## config.mk

```make
export PLATFORM = sky130hd
export DESIGN_NAME = simple_rr_sched_flat
export DESIGN_NICKNAME = d
export VERILOG_FILES = /design/src/rtl/simple_rr_sched_pkg.sv /design/src/rtl/simple_rr_sched_if.sv /design/src/rtl/simple_rr_pick.sv /design/src/rtl/simple_rr_sched.sv /design/src/flat_wrapper.sv
export SDC_FILE = /design/constraint.sdc
export NUM_CORES = 1
export LEC_CHECK = 0
export ABC_CLOCK_PERIOD_IN_PS = 3400
export CAP_MARGIN = 0
export CELL_PAD_IN_SITES_DETAIL_PLACEMENT = 1
export CELL_PAD_IN_SITES_GLOBAL_PLACEMENT = 2
export CORE_ASPECT_RATIO = 0.7
export CORE_MARGIN = 2
export CORE_UTILIZATION = 25
export DETAILED_ROUTE_END_ITERATION = 7
export GPL_TIMING_DRIVEN = 0
export PLACE_DENSITY_LB_ADDON = 0.1
export SLEW_MARGIN = 20
export SYNTH_ARGS = -nofsm -noshare
export SYNTH_HDL_FRONTEND = slang
export SYNTH_SLANG_ARGS = --single-unit
```

## constraint.sdc

```tcl
create_clock -name clk -period 3.4 [get_ports clk]
set_input_delay 0.68 -clock clk [delete_from_list [all_inputs] [get_ports clk]]
set_output_delay 0.68 -clock clk [all_outputs]
set_load 0.005 [all_outputs]
```

## src/rtl/simple_rr_sched_pkg.sv

```systemverilog
`default_nettype none
// +-------------------------------------------------------------------+
// | simple_rr_sched_pkg : shared types/constants for the RR scheduler |
// | Rev 1.0                                                           |
// +-------------------------------------------------------------------+
package simple_rr_sched_pkg;

  typedef enum logic [0:0] {
    IDLE  = 1'b0,
    BURST = 1'b1
  } state_t;

  localparam int ROUTER_PORTS = 4;
  localparam int DST_W        = $clog2(ROUTER_PORTS);
  localparam int CNT_W        = 4;

  // Index width that stays legal for a single requester.
  function automatic int ptr_w(input int n);
    return (n > 1) ? $clog2(n) : 1;
  endfunction

endpackage
`default_nettype wire

```

## src/rtl/simple_rr_sched_if.sv

```systemverilog
`default_nettype none
// +-------------------------------------------------------------------+
// | simple_rr_sched_if : requester-side and router-side signal bundle |
// | Rev 1.0                                                           |
// +-------------------------------------------------------------------+
interface simple_rr_sched_if #(
  parameter int N_REQ  = 4,
  parameter int DATA_W = 8
);
  import simple_rr_sched_pkg::*;

  logic                      en;
  logic [N_REQ-1:0]          req_valid;
  logic [N_REQ*DATA_W-1:0]   req_data;
  logic [N_REQ*DST_W-1:0]    req_dst;
  logic [N_REQ-1:0]          req_ready;
  logic                      in_valid;
  logic [DATA_W-1:0]         in_data;
  logic [DST_W-1:0]          in_src;
  logic                      busy;

  modport master (
    output en, req_valid, req_data, req_dst,
    input  req_ready, in_valid, in_data, in_src, busy
  );

  modport slave (
    input  en, req_valid, req_data, req_dst,
    output req_ready, in_valid, in_data, in_src, busy
  );

endinterface
`default_nettype wire

```

## src/rtl/simple_rr_pick.sv

```systemverilog
`default_nettype none
// +-------------------------------------------------------------------+
// | simple_rr_pick : first set request at or after ptr, modulo N_REQ  |
// | Rev 1.0                                                           |
// +-------------------------------------------------------------------+
module simple_rr_pick
  import simple_rr_sched_pkg::*;
#(
  parameter int N_REQ = 4,
  parameter int PTR_W = ptr_w(N_REQ)
) (
  input  logic [N_REQ-1:0] req,
  input  logic [PTR_W-1:0] ptr,
  output logic [N_REQ-1:0] gnt,
  output logic [PTR_W-1:0] idx,
  output logic             any
);

  logic [PTR_W:0]   sum;
  logic [PTR_W-1:0] cand;

  always_comb begin
    gnt  = '0;
    idx  = '0;
    any  = 1'b0;
    sum  = '0;
    cand = '0;
    for (int i = 0; i < N_REQ; i++) begin
      sum = {1'b0, ptr} + (PTR_W+1)'(i);
      if (sum >= (PTR_W+1)'(N_REQ)) begin
        sum = sum - (PTR_W+1)'(N_REQ);
      end
      cand = sum[PTR_W-1:0];
      if (!any && req[cand]) begin
        any       = 1'b1;
        idx       = cand;
        gnt[cand] = 1'b1;
      end
    end
  end

endmodule
`default_nettype wire

```

## src/rtl/simple_rr_sched.sv

```systemverilog
`default_nettype none
// +-------------------------------------------------------------------+
// | simple_rr_sched : burst-limited round-robin feeder for a router   |
// | Rev 1.0                                                           |
// +-------------------------------------------------------------------+
module simple_rr_sched
  import simple_rr_sched_pkg::*;
#(
  parameter int N_REQ     = 4,
  parameter int DATA_W    = 8,
  parameter int MAX_BURST = 4
) (
  input  logic              clk,
  input  logic              reset,
  simple_rr_sched_if.slave  bus
);

  localparam int PTR_W = ptr_w(N_REQ);

  state_t             state_q, state_d;
  logic [PTR_W-1:0]   owner_q, owner_d;
  logic [PTR_W-1:0]   rr_ptr_q, rr_ptr_d;
  logic [CNT_W-1:0]   burst_cnt_q, burst_cnt_d;
  logic               in_valid_q, in_valid_d;
  logic [DATA_W-1:0]  in_data_q, in_data_d;
  logic [DST_W-1:0]   in_src_q, in_src_d;

  logic [DATA_W-1:0]  data_arr [N_REQ];
  logic [DST_W-1:0]   dst_arr  [N_REQ];

  logic [PTR_W-1:0]   owner_inc;
  logic [PTR_W-1:0]   pick_ptr;
  logic [N_REQ-1:0]   pick_gnt;
  logic [PTR_W-1:0]   pick_idx;
  logic               pick_any;
  logic               hold;
  logic [N_REQ-1:0]   grant_vec;
  logic [PTR_W-1:0]   grant_idx;
  logic               xfer;

  for (genvar gi = 0; gi < N_REQ; gi++) begin : g_unpack
    assign data_arr[gi] = bus.req_data[gi*DATA_W +: DATA_W];
    assign dst_arr[gi]  = bus.req_dst[gi*DST_W +: DST_W];
  end

  assign owner_inc = (owner_q == PTR_W'(N_REQ-1)) ? '0 : owner_q + PTR_W'(1);
  // Once a burst ends, re-arbitration starts just past the owner, so a lone
  // requester may win again without a bubble.
  assign pick_ptr  = (state_q == BURST) ? owner_inc : rr_ptr_q;
  assign hold      = (state_q == BURST) && bus.req_valid[owner_q]
                     && (burst_cnt_q < CNT_W'(MAX_BURST));

  simple_rr_pick #(
    .N_REQ (N_REQ),
    .PTR_W (PTR_W)
  ) u_pick (
    .req (bus.req_valid),
    .ptr (pick_ptr),
    .gnt (pick_gnt),
    .idx (pick_idx),
    .any (pick_any)
  );

  always_comb begin
    state_d     = state_q;
    owner_d     = owner_q;
    rr_ptr_d    = rr_ptr_q;
    burst_cnt_d = burst_cnt_q;
    grant_vec   = '0;
    grant_idx   = owner_q;
    xfer        = 1'b0;
    if (bus.en && !reset) begin
      if (hold) begin
        grant_vec[owner_q] = 1'b1;
        xfer               = 1'b1;
        burst_cnt_d        = burst_cnt_q + CNT_W'(1);
      end else if (pick_any) begin
        grant_vec   = pick_gnt;
        grant_idx   = pick_idx;
        xfer        = 1'b1;
        owner_d     = pick_idx;
        burst_cnt_d = CNT_W'(1);
        state_d     = BURST;
        if (state_q == BURST) begin
          rr_ptr_d = owner_inc;
        end
      end else if (state_q == BURST) begin
        state_d  = IDLE;
        rr_ptr_d = owner_inc;
      end
    end else if (state_q == BURST) begin
      state_d  = IDLE;
      rr_ptr_d = owner_inc;
    end
  end

  always_comb begin
    in_valid_d = xfer;
    in_data_d  = xfer ? data_arr[grant_idx] : in_data_q;
    in_src_d   = xfer ? dst_arr[grant_idx]  : in_src_q;
  end

  always_ff @(posedge clk or posedge reset) begin
    if (reset) begin
      state_q     <= IDLE;
      owner_q     <= '0;
      rr_ptr_q    <= '0;
      burst_cnt_q <= '0;
      in_valid_q  <= 1'b0;
      in_data_q   <= '0;
      in_src_q    <= '0;
    end else begin
      state_q     <= state_d;
      owner_q     <= owner_d;
      rr_ptr_q    <= rr_ptr_d;
      burst_cnt_q <= burst_cnt_d;
      in_valid_q  <= in_valid_d;
      in_data_q   <= in_data_d;
      in_src_q    <= in_src_d;
    end
  end

  assign bus.req_ready = grant_vec;
  assign bus.in_valid  = in_valid_q;
  assign bus.in_data   = in_data_q;
  assign bus.in_src    = in_src_q;
  assign bus.busy      = (state_q == BURST);

endmodule
`default_nettype wire

```

## src/flat_wrapper.sv

```systemverilog
// flat-port wrapper written by rule: the top's interface ports become plain ports
module simple_rr_sched_flat import simple_rr_sched_pkg::*;
#(
  parameter int N_REQ     = 4,
  parameter int DATA_W    = 8,
  parameter int MAX_BURST = 4
)
  (clk, reset, bus_en, bus_req_valid, bus_req_data, bus_req_dst, bus_req_ready, bus_in_valid, bus_in_data, bus_in_src, bus_busy);
  simple_rr_sched_if #(.N_REQ(N_REQ), .DATA_W(DATA_W)) bus_i ();
  input  logic clk;
  input  logic reset;
  input wire logic [$bits(bus_i.en)-1:0] bus_en;
  input wire logic [$bits(bus_i.req_valid)-1:0] bus_req_valid;
  input wire logic [$bits(bus_i.req_data)-1:0] bus_req_data;
  input wire logic [$bits(bus_i.req_dst)-1:0] bus_req_dst;
  output wire logic [$bits(bus_i.req_ready)-1:0] bus_req_ready;
  output wire logic [$bits(bus_i.in_valid)-1:0] bus_in_valid;
  output wire logic [$bits(bus_i.in_data)-1:0] bus_in_data;
  output wire logic [$bits(bus_i.in_src)-1:0] bus_in_src;
  output wire logic [$bits(bus_i.busy)-1:0] bus_busy;
  assign bus_i.en = bus_en;
  assign bus_i.req_valid = bus_req_valid;
  assign bus_i.req_data = bus_req_data;
  assign bus_i.req_dst = bus_req_dst;
  assign bus_req_ready = bus_i.req_ready;
  assign bus_in_valid = bus_i.in_valid;
  assign bus_in_data = bus_i.in_data;
  assign bus_in_src = bus_i.in_src;
  assign bus_busy = bus_i.busy;
  simple_rr_sched #(.N_REQ(N_REQ), .DATA_W(DATA_W), .MAX_BURST(MAX_BURST)) u_core (.clk(clk), .reset(reset), .bus(bus_i));
endmodule
```

==> impl_metrics.csv, run 1 <==
group,metric,value,unit
outcome,status,"complete, but fails checks",
outcome,violations,"negative setup slack",
route,totalWireLength,6.219,mm
route,dr.pass1.iters,4,
finish,fin_area,2698,µm²
timing,period_minus_slack,3561,ps
route,wl_per_cell,18.96,µm
critical_path,crit_fanout,6,
finish,finalNetCount,311,
clocking,clockBufferDepth,2,
min_path,hold_class,"register to register",
critical_path,r2r-start,"u_core.owner_q[1]",
global_route,antenna_found_initial,0,
synthesis,synthCells,162,
pwr,intPower,0.001296,W
critical_path,reg2reg_setup_slack,270,ps
synthesis,ys_ff_latch,20,
timing,period_share,104.7,%
pwr,power,0.002246,W
finish,multi_input_area,1176,µm²
clocking,htree_levels,1,
route,vias_per_cell,5.311,
global_route,grt_usage,17.61,%
global_route,grt_pass1_vias,1910,
floorplanning,dieArea,7057,µm²
route,num_vias,1742,
finish,fillers,705,
critical_path,critPathArrivalTime,2880,ps
timing,hold_viol_final,0,
synthesis,ys_top_cells_by_area,"dfrtp_1 (31%), ha_1 (10%), mux2i_1 (6.9%)",
critical_path,path_common_cell,"buf_6",
timing,maxSlewViolCount,0,
route,drc_errors,0,
synthesis,synth_top_area_cell,"dfrtp_1",
global_route,grt_pass1_wl,9.811,mm
floorplanning,die_x,99.55,µm
pwr,p_seq_share,17.5,%
timing,max_freq,280.8,MHz
timing,worstMarginPinSlew,839.6,ps
timing,worst_slack,-160.9,ps
synthesis,postSynthAreaPerCell,9.863,µm²
pwr,vdd_drop_max,0.2495,mV
synthesis,yosys_warnings,0,
clocking,cts_tree,"yes",
placed_design,hpwl,4.443,mm
finish,drive_above_1_share,26.40,%
floorplanning,die_h,70.89,µm
pwr,pwr-share-comb,74.4,%
finish,diodes,0,
placed_design,placed_area,2316,µm²
finish,fin_util,43.40,%
critical_path,crit_start,"u_core.owner_q[0]",
global_route,grt_max_degree,22,
critical_path,cp-end-kind,"primary output",
global_route,grt_remaining_overflow,0,
placed_design,portBuffers,62,
clocking,hold_buffers,0,
pwr,clockPowerShare,8.1,%
finish,area_delta_synth_final,68.83,%
critical_path,timing.rr.end,"u_core.bus.in_src[1]",
synthesis,yosysUniqueCellTypes,46,
timing,skew,7.550,ps
finish,seq_area,503.0,µm²
floorplanning,num_rows,24,
critical_path,r2r_cells,13,
critical_path,cpPeakStageDelay,530,ps
floorplanning,core,6216,µm²
timing,finalSetupViolCount,4,
critical_path,start_kind,"register",
job,cap_violations,0,
timing,maxSlewHeadroom,43.97,%
clocking,cts_buffers,3,
clocking,root_buffer,"clkbuf_8",
clocking,clk_pin_slew,70,ps
route,ant_nets,0,
synthesis,synth_top_area_share,31.32,%
timing,rsz0062_at_grt,"true",
pwr,swShare,42.30,%
floorplanning,initial_core_util,25.70,%
critical_path,critPathBufInv,5,
synthesis,synth_nets,222,
critical_path,crit_path_top_delay_cell,"mux4_2",
critical_path,cp.required,2720,ps
clocking,clock-sinks,20,
pwr,power_density,832.7,nW/µm²
critical_path,crit_chain,"buf_4, or3b_4, nand2_8, buf_6, inv_8, mux4_2, buf_6, a22oi_2, nor2_1, a221oi_2, o21ai_1, buf_2",
placed_design,gp_congestion,0.7687,
synthesis,syn_area,1598,µm²
critical_path,cp_top_family,"buffers and inverters",
pwr,p_leak,1.109,nW
synthesis,ys_seq_area_share,31.32,%
pwr,p_sw,0.0009501,W
floorplanning,io_pins,63,
critical_path,crit_type,"register to primary output",
critical_path,cp-endpoint,"bus_req_ready[1]",
route,dr.first_iter.drc_count,135,
clocking,clk-insertion-delay-late,260,ps
critical_path,cp.depth,12,
-- how the worst min path moves through the flow --
| stage | start | to | cells past startpoint |
|---|---|---|---|
| floorplan | u_core.burst_cnt_q[0] | u_core.burst_cnt_q[0] | 1 |
| global placement | u_core.burst_cnt_q[0] | u_core.burst_cnt_q[0] | 1 |
| detailed placement | u_core.burst_cnt_q[0] | u_core.burst_cnt_q[0] | 1 |
| CTS | u_core.burst_cnt_q[0] | u_core.burst_cnt_q[0] | 1 |
| global route | u_core.burst_cnt_q[0] | u_core.burst_cnt_q[0] | 1 |
| finish | u_core.burst_cnt_q[0] | u_core.burst_cnt_q[0] | 1 |
-- stage by stage --
stage / worst slack, ps / hold WS (ps) / setup TNS, ps / instances
floorplan: 170.0 / 446.1 / 0 / 162
global placement: -882.2 / 462.1 / -5209 / 302
detailed placement: -990.6 / 477.6 / -6392 / 302
CTS: -199.2 / 487.1 / -768.7 / 326
global route: -289.6 / 520.6 / -995.3 / 328
finish: -160.9 / 483.7 / -571.4 / 328
-- cell type report --
class	instances	share of cell area, %
flip-flops and latches	20	18.65
well taps	78	3.618
multi-input cells	127	43.60
plain buffers	3	0.8349
clock buffers	4	2.041
repair buffers	84	29.22
inverters	12	2.041
-- sequential cells by signal, summed over array words and instances (netlist names) --
name / cells
u_core.owner_q: 2
u_core.bus.in_valid: 1
u_core.bus.in_src: 2
u_core.burst_cnt_q: 4
u_core.bus.busy: 1
u_core.rr_ptr_q: 2
u_core.bus.in_data: 8
-- metal layers --
layer | global-route usage [%] | share of wire, % | wire length (µm)
met4 | 1.826 | 0.23 | 14
met1 | 24.88 | 49 | 3020
met5 | 0 | 0 | 0
met2 | 28.90 | 47 | 2928
met3 | 3.755 | 4.1 | 256
-- kinds of logic (layout without fill, tap and decap cells) --
logic type,Yosys count,in the layout,synth area share [%]
DFF,20,20,31.32
and+or+nand+nor,41,41,14.88
AOI/OAI and AO/OA,57,57,27.49
buffers and inverters,15,103,4.151
muxes,16,16,11.98
adders and majority gates,13,13,10.18
-- worst register-to-register path, cell delays in order, from the launching register on --
cell      delay (ps)
dfrtp_2          450
buf_4            160
inv_4             80
ha_4             210
mux2i_4          210
ha_4             270
nor4b_2          270
o211ai_1         210
nand3_1          140
a31o_1           150
o31a_2           180
o32ai_4          150
a222oi_1         410
o21ai_1          130
-- power by group through the flow --
stage | logic (W) | registers (W) | clock network, W
global placement | 0.00112 | 0.000402 | 0
floorplan | 0.000750 | 0.000395 | 0
detailed placement | 0.00117 | 0.000410 | 0
global route | 0.00180 | 0.000404 | 0.000201
CTS | 0.00160 | 0.000393 | 0.000191
finish | 0.00167 | 0.000393 | 0.000182
-- repair_timing --
item | in CTS | in global routing
pin swaps | 18 | 9
endpoints found under the setup margin | 14 | 5
gates cloned | 0 | 0
gates resized for setup | 51 | 7
buffers inserted | 20 | 2
-- synth_stat cells (all sizes together) --
cell	instances
dfrtp	20
o21ai	18
nand2	14
ha	13
inv	12
mux2i	12
a222oi	10
nor2	9
a21oi	5
a221oi	4
a22oi	4
o211ai	3
a22o	2
a31oi	2
clkbuf	2
mux2	2
mux4	2
nand3	2
nor3b	2
nor4	2
nor4b	2
nor4bb	2
o22ai	2
a31o	1
a41o	1
and2	1
and2b	1
buf	1
nand2b	1
nand4	1
nor2b	1
o311a	1
o31a	1
o31ai	1
o32ai	1
o41ai	1
or3	1
or3b	1
or4	1
-- cells in the final DEF, fill, tap and decap left out, types with 8 or more instances in the layout --
| master | synthesis | final |
|---|---|---|
| clkdlybuf4s50_1 | 0 | 58 |
| dfrtp_1 | 20 | 18 |
| buf_4 | 0 | 16 |
| o21ai_1 | 10 | 14 |
| nand2_1 | 13 | 13 |
| mux2i_1 | 11 | 11 |
| a222oi_1 | 10 | 10 |
| ha_1 | 13 | 10 |
| inv_1 | 10 | 8 |
(Power assumes the default switching activity.)
==> run 2: changes to the inputs <==
--- a/config.mk
+++ b/config.mk
@@ -14,6 +14,7 @@
 export CORE_UTILIZATION = 25
 export DETAILED_ROUTE_END_ITERATION = 7
 export GPL_TIMING_DRIVEN = 0
+export MAX_ROUTING_LAYER = met4
 export PLACE_DENSITY_LB_ADDON = 0.1
 export SLEW_MARGIN = 20
 export SYNTH_ARGS = -nofsm -noshare
==> run 2 against run 1 <==
  * The flow still finishes with violations (negative setup slack)
  * Maximum frequency is essentially flat
  * Die area is the same
  * Clock skew is essentially flat
  * Routed wire length shrank 0.16%
  * Clock power is essentially flat
  * Sequential cell count is the same
  * Final cell count is the same
  * Non-clock buffer count is the same
  * Worst hold slack is essentially flat
  * Core utilization is essentially flat
  * Global-route usage grew 0.59 points
  * Worst setup slack lost 2.7 ps
==> impl_metrics.csv, run 2 (synthesis gave the netlist of run 1 again) <==
group,metric,value,unit
route,drc_errors,0,
finish,finalNetCount,311,
floorplanning,die_h,70.89,µm
clocking,clockBufferDepth,2,
min_path,hold_class,"register to register",
critical_path,cp-end-kind,"primary output",
critical_path,crit_path_top_delay_cell,"mux4_2",
clocking,hold_buffers,0,
pwr,power,0.002245,W
outcome,violations,"negative setup slack",
timing,skew,7.252,ps
timing,hold_ws,483.7,ps
floorplanning,core,6216,µm²
route,dr.pass1.iters,6,
finish,area_delta_synth_final,68.99,%
pwr,vdd_drop_max,0.2474,mV
job,cap_violations,0,
critical_path,critPathBufInv,5,
placed_design,portBuffers,62,
timing,fin_tns_setup,-582.6,ps
placed_design,hpwl,4.443,mm
global_route,grt_usage,18.20,%
finish,largest_register_ffs,8,
finish,final_common_cell,"clkdlybuf4s50_1",
global_route,grt_remaining_overflow,0,
route,dr.first_iter.drc_count,143,
outcome,status,"complete, but fails checks",
timing,rsz0062_at_grt,"true",
clocking,cts_buffers,3,
timing,max_freq,280.6,MHz
global_route,grt_max_degree,22,
floorplanning,initial_core_util,25.70,%
timing,hold_viol_final,0,
timing,period_minus_slack,3564,ps
route,totalWireLength,6.209,mm
pwr,power_density,831.4,nW/µm²
floorplanning,die_x,99.55,µm
placed_design,gp_congestion,0.7791,
clocking,clock-sinks,20,
route,num_vias,1760,
critical_path,cp_top_family,"buffers and inverters",
clocking,clk-insertion-delay-late,260,ps
finish,final_cell_mix,"clkdlybuf4s50_1 (57), dfrtp_1 (18), buf_4 (16)",
critical_path,crit_type,"register to primary output",
global_route,grt_pass1_vias,1904,
critical_path,critPathArrivalTime,2880,ps
clocking,clk_pin_slew,70,ps
floorplanning,num_rows,24,
floorplanning,dieArea,7057,µm²
clocking,root_buffer,"clkbuf_8",
timing,maxSlewHeadroom,44.87,%
critical_path,crit_chain,"buf_4, or3b_4, nand2_8, buf_6, inv_8, mux4_2, buf_6, a22oi_2, nor2_1, a221oi_2, o21ai_1, buf_2",
critical_path,start_kind,"register",
timing,maxSlewViolCount,0,
timing,worst_slack,-163.5,ps
clocking,htree_levels,1,
global_route,antenna_found_initial,0,
route,wl_per_cell,18.93,µm
timing,period_share,104.8,%
finish,diodes,0,
floorplanning,io_pins,63,
route,ant_nets,0,
global_route,grt_pass1_wl,9.818,mm
pwr,p_leak,1.118,nW
finish,drive_above_1_share,26.40,%
clocking,cts_tree,"yes",
critical_path,cp.required,2720,ps
timing,worstMarginPinSlew,826.0,ps
route,vias_per_cell,5.366,
timing,finalSetupViolCount,4,
critical_path,crit_fanout,6,
critical_path,cpPeakStageDelay,530,ps
critical_path,path_common_cell,"buf_6",
-- run 2: where the power goes --
group	internal [W]	switching [W]	total, W
Clock	0.000103	0.0000791	0.000182
Combinational	0.000863	0.000806	0.00167
Sequential	0.000329	0.0000641	0.000393
-- run 2: path summary, 6_finish.rpt --
kind	start	endpoint	slack [ps]	depth (start not counted)
setup / recovery	u_core.owner_q[0]	bus_req_ready[1]	-160	12
hold / removal	u_core.burst_cnt_q[0]	u_core.burst_cnt_q[0]	480	1
setup reg to reg	u_core.owner_q[1]	u_core.bus.in_src[1]	280	13
hold reg to reg	u_core.burst_cnt_q[0]	u_core.burst_cnt_q[0]	480	1
max in group asynchronous	reset	u_core.owner_q[0]	1920	2
min in group asynchronous	reset	u_core.bus.in_data[2]	920	2
-- run 2: layout make-up --
type	instances	area, µm²
Sequential cell	20	503.0
Tap cell	78	97.59
Timing Repair Buffer	84	790.8
Clock buffer	4	55.05
Inverter	12	55.05
Buffer	3	22.52
Fill cell	706	3516
Multi-Input combinational cell	127	1176
-- run 2: per-stage QoR --
step / cells / area, µm² / setup slack [ps] / utilization, %
detailed placement: 302 / 2316 / -990.6 / 37.26
finish: 328 / 2700 / -163.5 / 43.44
floorplan: 162 / 1598 / 170.0 / -
CTS: 326 / 2660 / -199.2 / 42.79
global route: 328 / 2700 / -289.6 / 43.44
global placement: 302 / 2316 / -882.2 / 37.26
-- run 2: routing by layer --
layer	wire length [µm]	track usage (%)
met5	0	-
met4	23	1.826
met3	259	3.755
met2	2911	28.98
met1	3015	24.94
-- run 2: what timing repair did --
item	4_1_cts	5_1_grt
buffers inserted	20	2
gates cloned	0	0
setup endpoints to repair	14	5
pin swaps	18	9
gates resized for setup	51	8
==> RTL edit (settings of run 2) <==
Set the package constant `ROUTER_PORTS` to 8 (it was 4).
--- a/src/rtl/simple_rr_sched_pkg.sv
+++ b/src/rtl/simple_rr_sched_pkg.sv
@@ -11,5 +11,5 @@
   } state_t;
 
-  localparam int ROUTER_PORTS = 4;
+  localparam int ROUTER_PORTS = 8;
   localparam int DST_W        = $clog2(ROUTER_PORTS);
   localparam int CNT_W        = 4;
Interface: changed (resized bus_in_src and bus_req_dst); port bits go from 63 to 68. No check against the original RTL was run, so the function may have changed too.
==> RTL edit against run 2 <==
  * The run still ends with setup timing left
  * Area after synthesis is 15% higher
  * Clock skew is 0.0037 ns lower
  * Core utilization is 2.1 points lower
  * Via count is 3.4% higher
  * Wire length is 1.2% lower
  * Worst setup slack worse by 0.085 ns
  * Design area is 10% higher
  * Hold slack better by 0.019 ns
  * First-iteration DRC count is 46% lower
  * Sequential cell count is 1 higher
  * Synthesized cell count is 10% higher
  * Total power is 9.4% lower
  * Register-to-register slack worse by 0.12 ns
  * Cell count is 13% higher
  * Largest cell class unchanged
==> RTL edit: results <==
{
  "grt_pass1_wl_um": 9790,
  "grt_start_max_net_pins": 23,
  "met1Wirelength_um": 3130,
  "vias": 1819,
  "r2r-end": "u_core.bus.in_data[5]",
  "max_stage_delay_ns": 0.45,
  "failed_checks": "setup timing",
  "r2r_cells": 15,
  "synth_cell_types": 48,
  "ys_seq_area_frac": 0.287,
  "grtUsageMet1": 0.231,
  "critPathSlowestCell": "dfrtp_2",
  "status": "finished with violations",
  "tightestPinTransition_ns": 0.801,
  "ys_warn_count": 0,
  "wl_met3_um": 272,
  "timing.rr.start": "u_core.owner_q[0]",
  "irDropWorstVdd_mv": 0.180,
  "synth.area.top_cells": "dfrtp_1 (29%), ha_1 (8.9%), o221ai_2 (8.2%)",
  "ys_top_cells_by_count": "dfrtp_1 (21), inv_1 (20), mux2i_1 (14)",
  "nets": 338,
  "drt_iter0_drc": 77,
  "p_sw_frac": 0.412,
  "grt_pass1_vias": 1905,
  "rrSetupSlack_ns": 0.16,
  "place.gp.congestion": 0.761,
  "grt.met2_usage": 0.245,
  "crit_fanout": 3,
  "post_dp_cell_area_um2": 2640,
  "critPathArrivalTime_ns": 2.97,
  "whs_ns": 0.502,
  "diodes": 0,
  "synthesis.nets": 243,
  "comb_cell_power_mw": 1.46,
  "final_layout_size_suffix_gt1_frac": 0.333,
  "skew_ns": 0.00353,
  "use_met3": 0.0274,
  "cts_resized": 40,
  "drt_pass1_iterations": 4,
  "setup_viol": 4,
  "p_sw_mw": 0.837,
  "p_clk_frac": 0.084,
  "wl_per_cell_um": 16.5,
  "wl_met2_um": 2700,
  "post_cts_buffers": 12,
  "grt_usage": 0.161,
  "hpwl_um": 4560,
  "finalWorstSetupSlack_ns": -0.248
}
[RTL edit: cell types whose count changed in the layout (fill, tap and decap cells not counted), moves of 4 or more]
cell	run 2	this run
clkdlybuf4s50_1	57	62
a22oi_2	4	0
a222oi_1	10	4
a32oi_1	0	9
o221ai_2	0	10
a22o_1	2	6
o21ai_1	14	0
inv_1	8	15
buf_4	16	21
a221oi_2	4	0
[RTL edit: final cells by class]
class / count / area, um^2
Tap cell: 98 / 123
Timing Repair Buffer: 90 / 836
Fill cell: 806 / 4220
Sequential cell: 21 / 528
Inverter: 21 / 91.3
Multi-Input combinational cell: 126 / 1270
Buffer: 11 / 77.6
Clock buffer: 4 / 45.0
[RTL edit: metrics by stage]
| stage | std cells | setup slack, ns | setup TNS [ns] | utilization |
|---|---|---|---|---|
| detailed placement | 343 | -1.00 | -10.05 | 0.367 |
| floorplan | 179 | 0.0541 | 0 | - |
| global route | 371 | -0.354 | -1.34 | 0.413 |
| finish | 371 | -0.248 | -0.837 | 0.413 |
| global placement | 343 | -1.02 | -10.40 | 0.367 |
| CTS | 359 | -0.225 | -0.639 | 0.394 |
[RTL edit: worst max path at each step]
stage / start / to / slack, ns / depth (start not counted)
floorplan: u_core.owner_q[0] / bus_req_ready[0] / 0.05 / 13
finish: u_core.owner_q[0] / bus_req_ready[0] / -0.25 / 16
global route: u_core.owner_q[0] / bus_req_ready[0] / -0.35 / 16
global placement: u_core.owner_q[0] / bus_req_ready[3] / -1.02 / 12
CTS: u_core.owner_q[0] / bus_req_ready[0] / -0.23 / 16
detailed placement: u_core.owner_q[0] / bus_req_ready[3] / -1.00 / 12
[RTL edit: cells by family after synthesis]
group / synth area share
flops: 0.287
mux: 0.120
simple gates: 0.135
compound gates: 0.288
buf+inv: 0.0820
fa+ha+maj: 0.0889
